===== config.mk =====
export PLATFORM = sky130hd
export DESIGN_NAME = cellrv32_cpu_cp_fpu_i2f
export DESIGN_NICKNAME = d
export VERILOG_FILES = /design/src/rtl/cellrv32_cpu_cp_fpu_i2f.sv
export SDC_FILE = /design/constraint.sdc
export NUM_CORES = 1
export LEC_CHECK = 0
export ABC_CLOCK_PERIOD_IN_PS = 4059
export BUFFER_PORTS_ARGS = -buffer_cell sky130_fd_sc_hd__buf_2
export CELL_PAD_IN_SITES_DETAIL_PLACEMENT = 2
export CELL_PAD_IN_SITES_GLOBAL_PLACEMENT = 2
export CORE_UTILIZATION = 30
export CTS_BUF_LIST = sky130_fd_sc_hd__clkbuf_8
export DETAILED_ROUTE_END_ITERATION = 12
export MAX_ROUTING_LAYER = met4
export PLACE_DENSITY_LB_ADDON = 0.1
export SYNTH_ARGS = -nofsm -noshare
export SYNTH_HDL_FRONTEND = slang
export SYNTH_SLANG_ARGS = --single-unit

===== constraint.sdc =====
create_clock -name clk_i -period 4.06 [get_ports clk_i]
set_input_delay 0.406 -clock clk_i [delete_from_list [all_inputs] [get_ports clk_i]]
set_output_delay 0.406 -clock clk_i [all_outputs]
set_load 0.03 [all_outputs]

===== src/rtl/cellrv32_cpu_cp_fpu_i2f.sv =====
// Integer (signed/unsigned 32-bit) to binary32 converter for FCVT.S.W / FCVT.S.WU.
// Normalises one bit per cycle, rounds per the RISC-V rounding mode, start/done pulse handshake.
module cellrv32_cpu_cp_fpu_i2f #(
   parameter int XLEN = 32
) (
   input  logic            clk_i,
   input  logic            rst_i,
   input  logic            start_i,
   input  logic [2:0]      rmode_i,
   input  logic            funct_i,
   input  logic [XLEN-1:0] rs1_i,
   output logic [31:0]     result_o,
   output logic [4:0]      flags_o,
   output logic            done_o
);

   localparam int unsigned FP_EXC_NX_C = 4;

   typedef enum logic [2:0] {
      S_IDLE,
      S_PREPARE,
      S_NORMALIZE_BUSY,
      S_ROUND,
      S_FINALIZE
   } state_t;

   state_t            r_state;
   state_t            w_state_nxt;
   logic [XLEN-1:0]   r_mag;
   logic              r_unsign;
   logic              r_sign;
   logic [7:0]        r_exp;
   logic [31:0]       r_result;
   logic [4:0]        r_flags;
   logic              r_done;

   logic              w_sign;
   logic              w_g;
   logic              w_r;
   logic              w_s;
   logic              w_inexact;
   logic              w_inc;
   logic [23:0]       w_frac_raw;
   logic [24:0]       w_frac_sum;
   logic [23:0]       w_frac_rnd;
   logic [7:0]        w_exp_rnd;
   logic              w_accept;

   // The done cycle also accepts a new start so back-to-back issue costs no bubble.
   assign w_accept = start_i && ((r_state == S_IDLE) || (r_state == S_FINALIZE));
   assign w_sign   = ~r_unsign & r_mag[XLEN-1];

   always_comb begin
      w_g        = r_mag[7];
      w_r        = r_mag[6];
      w_s        = |r_mag[5:0];
      w_inexact  = w_g | w_r | w_s;
      w_frac_raw = r_mag[XLEN-1:8];
      case (rmode_i)
         3'b000:  w_inc = w_g & (w_r | w_s | w_frac_raw[0]);
         3'b010:  w_inc = r_sign & w_inexact;
         3'b011:  w_inc = ~r_sign & w_inexact;
         3'b100:  w_inc = w_g;
         default: w_inc = 1'b0;
      endcase
      w_frac_sum = {1'b0, w_frac_raw} + {24'd0, w_inc};
      // Carry out only when the mantissa was all ones: renormalise to 1.0 and bump the exponent.
      w_frac_rnd = w_frac_sum[24] ? 24'h800000 : w_frac_sum[23:0];
      w_exp_rnd  = r_exp + {7'd0, w_frac_sum[24]};
   end

   always_ff @(posedge clk_i) begin
      if (rst_i) r_state <= S_IDLE;
      else       r_state <= w_state_nxt;
   end

   always_comb begin
      w_state_nxt = r_state;
      case (r_state)
         S_IDLE:           if (start_i) w_state_nxt = S_PREPARE;
         S_PREPARE:        w_state_nxt = (r_mag == '0) ? S_FINALIZE : S_NORMALIZE_BUSY;
         S_NORMALIZE_BUSY: if (r_mag[XLEN-1]) w_state_nxt = S_ROUND;
         S_ROUND:          w_state_nxt = S_FINALIZE;
         S_FINALIZE:       w_state_nxt = start_i ? S_PREPARE : S_IDLE;
         default:          w_state_nxt = S_IDLE;
      endcase
   end

   always_ff @(posedge clk_i) begin
      if (rst_i) begin
         r_mag    <= '0;
         r_unsign <= 1'b0;
         r_sign   <= 1'b0;
         r_exp    <= '0;
         r_result <= '0;
         r_flags  <= '0;
         r_done   <= 1'b0;
      end else begin
         r_done <= 1'b0;
         if (w_accept) begin
            r_mag    <= rs1_i;
            r_unsign <= funct_i;
         end
         case (r_state)
            S_PREPARE: begin
               r_sign <= w_sign;
               if (w_sign) r_mag <= '0 - r_mag;
               r_exp <= 8'd158;
               if (r_mag == '0) begin
                  r_result <= '0;
                  r_flags  <= '0;
                  r_done   <= 1'b1;
               end
            end
            S_NORMALIZE_BUSY: begin
               if (!r_mag[XLEN-1]) begin
                  r_mag <= r_mag << 1;
                  r_exp <= r_exp - 8'd1;
               end
            end
            S_ROUND: begin
               // Result is formed here so it is valid in the same cycle done_o is high.
               r_result             <= {r_sign, w_exp_rnd, w_frac_rnd[22:0]};
               r_flags              <= '0;
               r_flags[FP_EXC_NX_C] <= w_inexact;
               r_done               <= 1'b1;
            end
            default: ;
         endcase
      end
   end

   assign result_o = r_result;
   assign flags_o  = r_flags;
   assign done_o   = r_done;

endmodule


==> Implementation_results.wiki <==
{| class="wikitable"
! Metric !! Value
|-
| Number of failing setup endpoints in the final timing report || 0
|-
| Data arrival at the endpoint of the critical path || 3790 ps
|-
| Die Area || 15900 µm²
|-
| TritonCTS clock tree || yes
|-
| Ys async rst share || 0%
|-
| Max-Slew Margin vs Limit || 21.7%
|-
| Number of nets in the layout || 635
|-
| Initial antenna violation count || 0
|-
| Power, Total || 2250 µW
|-
| Clock Pin Slew Worst Setup and Hold Paths || 90 ps
|-
| Result of the run || finished clean
|-
| Final worst-path setup slack || 530 ps
|-
| Placed wire-length estimate after detailed placement || 10500 µm
|-
| Reg power frac || 41.8%
|-
| R2R setup slack || 530 ps
|-
| Number of max-slew violations in the final report || 0
|-
| Cell types occupying the most area after synthesis || dfxtp_1, mux2i_1, nor2_1, xor2_1, xnor2_1
|-
| RSZ-0062 raised after global routing || no
|-
| Setup Skew || 8.95 ps
|-
| Combinational fraction of design power || 25.1%
|-
| Antenna violation net count after detailed routing || 0
|-
| Internal Dissipation || 1500 µW
|-
| Post-synthesis xor/xnor area fraction || 9.48%
|-
| Via count of the first global-routing pass || 4502
|-
| Buffers inserted by post-CTS timing repair || 0
|-
| Min-delay src || funct_i
|-
| Slowest cell delay on critical path || 410 ps
|-
| Number of cells on the worst reg-to-reg path || 17
|-
| Count of filler cells inserted in the layout || 1718
|-
| Routed wire per std cell || 19.5 µm
|-
| Via density || 5.58
|-
| Worst vdd ir || 0.000147 V
|-
| Switching power share of the total || 33.7%
|-
| Area leader, netlist || dfxtp_1
|-
| Most common cell in the netlist || dfxtp_1
|-
| Minimum setup slack after placement || 529 ps
|-
| DRC violations left || 0
|-
| Worst min-delay path class || in2reg
|-
| Synthesized instance count || 553
|-
| Startpoint of the worst-slack reg-to-reg timing path || r_mag[1]$_SDFF_PP0_
|-
| Maximum number of pins on one net before global-route repair || 56
|-
| Post-Synth Adder-Cell Area || 1.63%
|-
| Die W || 126 µm
|-
| Vert. Die Dim || 126 µm
|-
| Hold-fix buffers, CTS || 0
|-
| Number of flops mapped to enable cells by yosys || 0
|-
| Synth Warn # || 0
|-
| Largest fanout on the critical path || 5
|-
| Min Tclk post-route || 3530 ps
|-
| Ranking of synthesized cells by instance count || dfxtp_1, nor2_1, clkbuf_1
|-
| Final-report hold violation count || 0
|-
| Fraction of synthesized area in multiplexers || 6.34%
|-
| Worst Hold Path Cells || 3
|-
| Number of distinct library cell variants in the gate-level netlist after synthesis || 60
|-
| Leakage || 0.00208 µW
|-
| Most congested layer reported by global routing || met2
|-
| Core ar. || 14800 µm²
|-
| Type of destination of the critical path || register
|-
| Global-route track usage on met2 || 33.9%
|-
| Compound-Gate Fraction of Synth Area || 18.7%
|-
| Part of the Yosys area used for sequential elements || 34.2%
|-
| Max-Cap Viols || 0
|-
| Top cell by count, worst path || ha_1
|-
| Met1 Resource Use GR || 26.4%
|-
| Timing-limited maximum frequency || 283 MHz
|-
| Combinational family with the most area after synthesis || simple AND/OR/NAND/NOR gates
|-
| # diodes || 0
|-
| Gr ovfl total || 0
|-
| End of the worst hold path || r_unsign$_SDFFE_PP0P_
|-
| Main flop type after synthesis || dfxtp_1
|-
| Ratio of total power to cell area || 426 nW/µm²
|-
| Buffers from clock root to sink, at most || 2
|-
| Met3 GRT Util || 2.80%
|-
| Finished layout cell area || 5290 µm²
|-
| Area occupied by multi-input gates || 2750 µm²
|-
| Aggregate routed wire length || 15200 µm
|-
| Avg Synthesized Cell Area || 8.35 µm²
|-
| Number of gates given a new drive strength after cts || 0
|-
| Share of power burned in the clock network || 33.0%
|-
| Number of detailed-route iterations in the first pass || 4
|-
| Simple-gate share of the synthesized area || 22.7%
|-
| Fraction of layout instances using a drive strength above 1 || 18.9%
|-
| Vias after detailed routing || 4342
|-
| Crit-path cells || inv_1 > ha_1 > nor4b_2 > nand2_1 > nand4b_1 > nand2_1 > ha_1 > ha_1 > nand3_1 > nor3_1 > nand4_1 > nor2_1 > ha_1 > and4_1 > nand2_1 > xnor2_1 > a22o_1
|-
| R2R Path End || result_o[30]$_SDFFE_PP0P_
|-
| Standard cell area after detailed placement || 5050 µm²
|-
| Cell area after synthesis || 4620 µm²
|-
| Post-layout utilization of the core || 35.9%
|-
| Starting DRC count in detailed routing || 208
|-
| Net switching component of the power || 759 µW
|-
| Number of clock sinks seen by CTS || 79
|-
| CTS H-Tree Depth || 3
|-
| GRT Total Usage || 20.7%
|-
| Number of synthesized register bits || 79
|-
| Num ports || 77
|-
| Area delta synth->final || 14.6%
|-
| Worst skew pair latency || 370 ps
|-
| Sequential cell area in the final layout || 1580 µm²
|-
| Buffer cell driving the clock tree root || clkbuf_8
|-
| Post-synth top area share || 34.2%
|-
| Global-route wire length before repair || 25000 µm
|-
| Transition at the pin with the smallest max-transition slack || 1160 ps
|-
| Starting utilization of the core area || 31.3%
|-
| Fraction of the cycle the final worst path needs || 86.9%
|-
| Worst path required time || 4320 ps
|-
| Placement row count || 44
|-
| Kind of launch point of the worst setup path || register
|-
| Number of buffers created by CTS || 9
|-
| Final TNS setup || 0 ps
|-
| Cell with the largest stage delay on the worst path || nor3_1
|-
| Category of the critical setup timing path || reg2reg
|-
| Input/output buffers || 72
|-
| Routability-driven placement congestion ratio || 0.761
|}
how the worst max path moves through the flow:
stage                     slack [ps]  cells after the start                start                        end
after floorplan                  790                     17  r_mag[0]$_SDFF_PP0_  result_o[30]$_SDFFE_PP0P_
after global placement           730                     17  r_mag[0]$_SDFF_PP0_  result_o[30]$_SDFFE_PP0P_
after global routing             200                     17  r_mag[1]$_SDFF_PP0_  result_o[30]$_SDFFE_PP0P_
final                            530                     17  r_mag[1]$_SDFF_PP0_  result_o[30]$_SDFFE_PP0P_
after detailed placement         530                     17  r_mag[1]$_SDFF_PP0_  result_o[30]$_SDFFE_PP0P_
after CTS                        490                     17  r_mag[1]$_SDFF_PP0_  result_o[30]$_SDFFE_PP0P_
placed cells by master, fill, tap and decap left out, drive strengths merged, types with 3 or more instances in the layout:
| cell | count |
|---|---|
| a21oi | 35 |
| a221oi | 11 |
| a22o | 13 |
| a31oi | 3 |
| and3 | 5 |
| and4 | 4 |
| buf | 83 |
| bufinv | 3 |
| clkbuf | 11 |
| conb | 4 |
| dfxtp | 79 |
| ha | 6 |
| inv | 13 |
| mux2i | 27 |
| nand2 | 23 |
| nand3 | 23 |
| nand3b | 5 |
| nand4 | 12 |
| nand4b | 5 |
| nor2 | 66 |
| nor3 | 19 |
| nor4 | 6 |
| nor4b | 4 |
| o21ai | 9 |
| o221ai | 3 |
| o22ai | 4 |
| o2bb2ai | 20 |
| o31ai | 7 |
| or3 | 4 |
| or4 | 10 |
| xnor2 | 23 |
| xor2 | 27 |
state kept, by name (all words and copies together), names as in the netlist:
| signal | flops |
|---|---|
| r_unsign | 1 |
| r_exp | 8 |
| result_o | 32 |
| r_mag | 32 |
| r_state | 3 |
| r_sign | 1 |
| done_o | 1 |
| flags_o | 1 |
cell families (layout without fill, tap and decap cells):
group,count (synthesis),count (layout)
XOR/XNOR,50,50
flip-flops,79,79
multiplexers,29,29
other,1,4
buffers and inverters,72,110
adder cells (fa/ha/maj),6,6
AND/OR/NAND/NOR,197,197
AO/OA/AOI/OAI,119,119
area by class of cell:
type                            count  area share (%)
Clock inverter                      4            1.77
Clock buffer                       11            2.86
Tap cell                          184            4.35
Timing Repair Buffer               83            8.37
Sequential cell                    79            29.9
Inverter                           12           0.851
Multi-Input combinational cell    405            51.9
layer usage:
layer / up-vias / routed length, µm / part of all wire [%]
met5: - / 0 / 0
met1: 2187 / 7230 / 48
met4: 0 / 193 / 1.3
met3: 18 / 411 / 2.7
met2: 72 / 7360 / 48
li1: 2065 / - / -
metrics by stage:
stage / std cells / hold slack [ps]
2_1_floorplan: 556 / 451
3_3_place_gp: 763 / 440
3_5_place_dp: 763 / 443
4_1_cts: 778 / 254
5_1_grt: 778 / 279
6_report: 778 / 267
worst max-delay path, delay by kind of cell (launching register included):
family / cells / cell delay, ps
flip-flops: 1 / 400
adder cells (fa/ha/maj): 4 / 850
XOR/XNOR: 1 / 140
AO/OA/AOI/OAI: 1 / 170
AND/OR/NAND/NOR: 10 / 1790
buffers and inverters: 1 / 70
power by group through the flow:
stage | sequential [µW] | combinational (µW) | clock (µW)
2_1_floorplan | 880 | 485 | 0
3_3_place_gp | 956 | 554 | 0
3_5_place_dp | 961 | 570 | 0
4_1_cts | 944 | 574 | 776
5_1_grt | 958 | 632 | 800
6_report | 944 | 567 | 744
No activity file was read; power rests on OpenSTA's default activity.
